===== src/rtl/pwm_pkg.sv =====
// pwm_pkg: shared state encoding and mode constants for the pwm envelope path.
//   ramp_state_e : IDLE / UP / DOWN / DONE, 2-bit encoding
//   MODE_SAW     : sawtooth shape select (mode = 0)
//   MODE_TRI     : triangle shape select (mode = 1)
package pwm_pkg;

   typedef enum logic [1:0] {
      ST_IDLE = 2'd0,
      ST_UP   = 2'd1,
      ST_DOWN = 2'd2,
      ST_DONE = 2'd3
   } ramp_state_e;

   localparam logic MODE_SAW = 1'b0;
   localparam logic MODE_TRI = 1'b1;

endpackage


===== src/rtl/pwm_period_timer.sv =====
// pwm_period_timer: free-running PWM period counter with boundary-only reload.
//   clk          : clock, rising edge
//   rst          : asynchronous reset, active low
//   period_in    : requested period in cycles, 0 treated as 1
//   duty         : period currently in force (reloaded only at the wrap edge)
//   period_start : high in the first cycle of each period
//   wrap         : high in the last cycle of each period (next edge is the boundary)
module pwm_period_timer
   import pwm_pkg::*;
#(
   parameter int W = 4
) (
   input  logic         clk,
   input  logic         rst,
   input  logic [W-1:0] period_in,
   output logic [W-1:0] duty,
   output logic         period_start,
   output logic         wrap
);

   logic [W-1:0] pcnt_q, pcnt_d;
   logic [W-1:0] duty_q, duty_d;

   // pcnt never exceeds duty_q-1 because duty only changes as pcnt returns to 0
   always_comb begin
      wrap   = (pcnt_q == duty_q - W'(1));
      pcnt_d = wrap ? '0 : pcnt_q + W'(1);
      duty_d = wrap ? ((period_in == '0) ? W'(1) : period_in) : duty_q;
   end

   always_ff @(posedge clk or negedge rst) begin
      if (!rst) begin
         pcnt_q <= '0;
         duty_q <= W'(1);
      end else begin
         pcnt_q <= pcnt_d;
         duty_q <= duty_d;
      end
   end

   assign duty         = duty_q;
   assign period_start = (pcnt_q == '0);

endmodule


===== src/rtl/pwm_ramp.sv =====
// pwm_ramp: amplitude envelope generator feeding a downstream pwm.
// Steps ampl between lo and hi (sawtooth or triangle), holding each value for
// hold+1 whole periods; every update lands on a period boundary.
//   clk          : clock, rising edge
//   rst          : asynchronous reset, active low
//   en           : run enable, sampled only at period boundaries
//   period_in    : requested PWM period (0 treated as 1)
//   lo, hi       : amplitude bounds (lo > hi collapses to constant lo)
//   step         : amplitude increment per step
//   hold         : extra periods per step
//   mode         : MODE_SAW / MODE_TRI
//   ampl, duty   : to pwm ampl / duty
//   period_start : first cycle of each period
//   busy         : state is not IDLE
//   done         : only with PWM_RAMP_ONESHOT_EN, high in DONE
// Optional feature macro: PWM_RAMP_ONESHOT_EN (single sweep then DONE).
module pwm_ramp
   import pwm_pkg::*;
#(
   parameter int XLEN   = 3,
   parameter int HOLD_W = 4
) (
   input  logic              clk,
   input  logic              rst,
   input  logic              en,
   input  logic [XLEN:0]     period_in,
   input  logic [XLEN-1:0]   lo,
   input  logic [XLEN-1:0]   hi,
   input  logic [XLEN-1:0]   step,
   input  logic [HOLD_W-1:0] hold,
   input  logic              mode,
   output logic [XLEN-1:0]   ampl,
   output logic [XLEN:0]     duty,
   output logic              period_start,
   output logic              busy
`ifdef PWM_RAMP_ONESHOT_EN
   ,
   output logic              done
`endif
);

   ramp_state_e       state_q, state_d;
   logic [XLEN-1:0]   ampl_q, ampl_d;
   logic [HOLD_W-1:0] hcnt_q, hcnt_d;
   logic              wrap;
   logic [XLEN-1:0]   eff_hi, up_val, dn_val;
   logic [XLEN:0]     up_sum, dn_dif;
   logic              at_hi, at_lo;

   pwm_period_timer #(.W(XLEN + 1)) u_timer (
      .clk          (clk),
      .rst          (rst),
      .period_in    (period_in),
      .duty         (duty),
      .period_start (period_start),
      .wrap         (wrap)
   );

   always_comb begin
      eff_hi = (lo > hi) ? lo : hi;
      // one extra bit catches both the carry of the up step and the borrow of the down step
      up_sum = {1'b0, ampl_q} + {1'b0, step};
      up_val = (up_sum > {1'b0, eff_hi}) ? eff_hi : up_sum[XLEN-1:0];
      dn_dif = {1'b0, ampl_q} - {1'b0, step};
      dn_val = (dn_dif[XLEN] || dn_dif[XLEN-1:0] < lo) ? lo : dn_dif[XLEN-1:0];
      at_hi  = (ampl_q >= eff_hi);
      at_lo  = (ampl_q <= lo);
      state_d = state_q;
      ampl_d  = ampl_q;
      hcnt_d  = hcnt_q;
      if (wrap) begin
         if (!en) begin
            state_d = ST_IDLE;
            ampl_d  = '0;
            hcnt_d  = '0;
         end else begin
            case (state_q)
               ST_IDLE: begin
                  state_d = ST_UP;
                  ampl_d  = lo;
                  hcnt_d  = '0;
               end
               ST_UP, ST_DOWN: begin
                  if (hcnt_q < hold) begin
                     hcnt_d = hcnt_q + HOLD_W'(1);
                  end else begin
                     hcnt_d = '0;
                     if (state_q == ST_UP) begin
                        if (!at_hi) begin
                           ampl_d = up_val;
                        end else if (mode == MODE_SAW) begin
`ifdef PWM_RAMP_ONESHOT_EN
                           state_d = ST_DONE;
`else
                           ampl_d = lo;
`endif
                        end else begin
                           // top of the triangle: turn around within the same step
                           state_d = ST_DOWN;
                           ampl_d  = dn_val;
                        end
                     end else begin
                        if (!at_lo) begin
                           ampl_d = dn_val;
                        end else begin
`ifdef PWM_RAMP_ONESHOT_EN
                           state_d = ST_DONE;
`else
                           state_d = ST_UP;
                           ampl_d  = up_val;
`endif
                        end
                     end
                  end
               end
               default: ;
            endcase
         end
      end
   end

   always_ff @(posedge clk or negedge rst) begin
      if (!rst) begin
         state_q <= ST_IDLE;
         ampl_q  <= '0;
         hcnt_q  <= '0;
      end else begin
         state_q <= state_d;
         ampl_q  <= ampl_d;
         hcnt_q  <= hcnt_d;
      end
   end

   assign ampl = ampl_q;
   assign busy = (state_q != ST_IDLE);
`ifdef PWM_RAMP_ONESHOT_EN
   assign done = (state_q == ST_DONE);
`endif

endmodule


===== config.mk =====
export PLATFORM = sky130hd
export DESIGN_NAME = pwm_ramp
export DESIGN_NICKNAME = d
export VERILOG_FILES = /design/src/rtl/pwm_pkg.sv /design/src/rtl/pwm_period_timer.sv /design/src/rtl/pwm_ramp.sv
export SDC_FILE = /design/constraint.sdc
export NUM_CORES = 1
export LEC_CHECK = 0
export ABC_AREA = 1
export CAP_MARGIN = 20
export CORE_MARGIN = 5
export CORE_UTILIZATION = 39
export CTS_CLUSTER_DIAMETER = 60
export DETAILED_ROUTE_END_ITERATION = 6
export GPL_TIMING_DRIVEN = 0
export PLACE_DENSITY_LB_ADDON = 0.05
export SLEW_MARGIN = 20
export SYNTH_ARGS = -nofsm -noshare
export SYNTH_HDL_FRONTEND = slang
export SYNTH_HIERARCHICAL = 1
export SYNTH_SLANG_ARGS = --single-unit
export TNS_END_PERCENT = 30

===== constraint.sdc =====
create_clock -name clk -period 2.35 [get_ports clk]
set_input_delay 0.5875 -clock clk [delete_from_list [all_inputs] [get_ports clk]]
set_output_delay 0.5875 -clock clk [all_outputs]
set_load 0.01 [all_outputs]

==> impl_metrics.csv <==
group,metric,value,unit
yosys,yosysMostFrequentCell,"nand2_1",
pwr,p_per_area,1180,mW/mm²
sta,setup_viol,5,
run,cap_violations,0,
grt,grt_pass1_wl,8040,µm
yosys,syn_area_per_cell,6.78,µm²
yosys,syn_area,0.00192,mm²
finish,antennaDiodeCount,0,
grt,top_usage_layer,"met2",
grt,grt_max_degree,18,
finish,layout-drive-gt1-share,28.2,%
grt,gr-total-overflow,0,
yosys,synth_area_leaders,"dfrtp_1 21%, ha_1 18%, nand2_1 17%",
finish,fillers,505,
drt,firstDrtPassIters,4,
drt,dr_total_vias,1869,
sta,hold_violations,0,
clock_network,clockBufferDepth,2,
sta,layout_setup_ws,-0.303,ns
drt,antenna_left,0,
floorplanning,die_x,80.1,µm
grt,first_global_vias,1711,
floorplanning,io_pins,30,
worst_setup_path,worstRegToRegCells,21,
yosys,synth_warnings,6,
grt,grt_use_met1,23.4,%
grt,track_usage,15.9,%
clock_network,clkTransAtPathRegs,0.07,ns
finish,seq_area,428,µm²
worst_setup_path,cp-start-kind,"register",
outcome,status,"finished, violations left",
placed_design,numPortBuffers,29,
drt,vias_per_cell,4.76,
worst_setup_path,critPathCaptureType,"register",
placed_design,gp_congestion,0.821,
grt,grt_use_met2,24.1,%
sta,fin_tns_setup,-1.36,ns
clock_network,cts_made_buffers,3,
sta,skew,0.00682,ns
yosys,yosys-top-cells-count,"88 x nand2_1, 43 x inv_1, 28 x ha_1, 20 x nand3_1, 16 x dfrtp_1",
sta,rsz0062_at_grt,"true",
yosys,syn_inst,283,
hold_path,min_path_type,"register to register",
sta,slew_violations,0,
clock_network,cts_tree,"yes",
yosys,synth_fp_nets,334,
yosys,synth_edf_count,0,
yosys,async_flop_share,100,%
placed_design,dpl.hpwl,3650,µm
sta,layout_min_cycle_time,2.65,ns
finish,multi_input_area,0.00151,mm²
sta,worst_pin_slew,0.833,ns
sta,max_slew_margin,44.3,%
finish,nNetsFinal,378,
yosys,ys_seq_elements,17,
floorplanning,design.die.area,0.00642,mm²
finish,layout-area-overhead-vs-synth,36.5,%
grt,grt_use_met3,2.80,%
grt,antenna_found_initial,0,
worst_setup_path,worstPathArrival,2.86,ns
yosys,synth_area_leader_cell,"dfrtp_1",
drt,first_iter_violations,74,
floorplanning,core_area,0.00475,mm²
pwr,p_leak,1.39,nW
sta,max_freq,0.377,GHz
drt,wl,4770,µm
clock_network,htree_levels,1,
yosys,yosys_most_used_dff,"dfrtp_1",
worst_setup_path,critical_path_peak_fanout,5,
sta,timing.final.crit_share,113,%
drt,drc,0,
yosys,ys_seq_area_share,22.2,%
finish,final_cells,393,
worst_setup_path,required,2.55,ns
sta,whs,0.500,ns
pwr,peakVddDrop,0.629,mV
floorplanning,num_rows,25,
drt,wl_per_cell,12.1,µm
clock_network,clock-sinks,17,
hold_path,min_path_cells,2,
clock_network,root_buffer,"clkbuf_8",
clock_network,clock_insertion_delay_worst_skew,0.26,ns
worst_setup_path,criticalPathCategory,"register to register",
floorplanning,fp.dieH,80.1,µm
yosys,yosysTopAreaCellShare,20.9,%
placed_design,dp_cells,379,
finish,final_core_util,55.1,%
floorplanning,start_util,40.3,%
outcome,violations,"setup timing",
yosys,yosys.cell_types.count,30,
-- cell families after synthesis --
group,after synthesis,share of synthesized area [%]
and+or+nand+nor,147,34.8
buffers and inverters,54,10.6
AOI/OAI and AO/OA,30,9.79
adders and majority gates,30,20.4
DFF,17,22.2
xor gates and xnor gates,5,2.28
-- flip-flops by register name, summed over array words and instances, names as in the netlist --
signal / count
ampl: 3
hcnt_q: 4
state_q: 2
u_timer/pcnt_q: 4
u_timer/duty: 4
-- cells in the final DEF (no fill, tap or decap), types with 2 or more instances in the layout --
master	Yosys	final
inv_2	11	18
nand3_1	20	13
nand4_1	5	5
dfrtp_1	16	15
inv_1	43	35
a21oi_2	2	2
ha_4	0	6
clkbuf_8	0	3
nand2_2	13	14
xor2_1	4	3
fa_2	0	2
nand3_4	1	3
dlygate4sd2_1	0	4
buf_4	0	9
nand3_2	1	6
ha_1	28	21
a21oi_1	9	8
o21ai_2	1	4
buf_2	0	4
nand2_1	88	82
o21ai_0	5	2
o21ai_1	6	5
nand2_4	2	7
a21oi_4	1	2
nor2_1	15	15
clkdlybuf4s50_1	0	20
-- power by group --
group | internal, W | switching (W)
clock | 0.000118 | 0.000115
combinational | 0.000959 | 0.00132
sequential | 0.000424 | 0.000153
-- per-layer routing --
layer  routed length [µm]  vias up  part of all wire (%)
li1                     -      979                     -
met1                 2490      862                    52
met2                 2090       23                    44
met3                  149        5                   3.1
met4                   44        0                  0.92
met5                    0        -                     0
-- path summary, 6_finish.rpt --
| check | slack, ns | endpoint | from |
|---|---|---|---|
| max in group asynchronous | 0.99 | ampl[0] | rst |
| min in group asynchronous | 0.80 | state_q[0] | rst |
| worst max-delay path | -0.30 | ampl[0] | ampl[0] |
| worst min-delay path | 0.50 | u_timer/duty[0] | u_timer/duty[0] |
| worst max register to register | -0.30 | ampl[0] | ampl[0] |
| worst min register to register | 0.50 | u_timer/duty[0] | u_timer/duty[0] |
-- cell type report --
class                      instances  area share, %
tap                               67           3.20
multi-input combinational        212           57.7
timing repair buffer              39           13.2
sequential                        17           16.3
clock inverter                     1          0.191
inverter                          54           7.84
clock buffer                       3           1.58
-- critical path, stage by stage, from the launching register on --
cell and delay, ns:
dfrtp_2 0.42, inv_2 0.08, ha_4 0.15, inv_4 0.04, fa_2 0.39, xnor2_2 0.17
inv_2 0.07, ha_4 0.24, a21oi_2 0.13, nand2_2 0.09, nand2_4 0.10, nand2_2 0.06
o21ai_2 0.07, buf_4 0.13, nand2_1 0.04, nand2_1 0.08, inv_1 0.04, nand2_1 0.05
nand2_1 0.05, nand2_1 0.05, nand2_1 0.06, nand2_1 0.07
-- per-stage QoR --
stage,cell area [µm²],power [W],setup slack [ns]
2_1_floorplan,1980,0.00207,-0.184
3_3_place_gp,2360,0.00255,-1.01
5_1_grt,2620,0.00343,-0.465
3_5_place_dp,2360,0.00258,-1.05
4_1_cts,2610,0.00307,-0.316
6_report,2620,0.00309,-0.303
-- what timing repair did --
item | CTS | global route
setup endpoints to repair | 5 | 6
resized for setup | 61 | 3
setup buffers | 10 | 0
pin swaps | 29 | 2
hold buffers | 0 | 0
No activity file was read; power rests on OpenSTA's default activity.
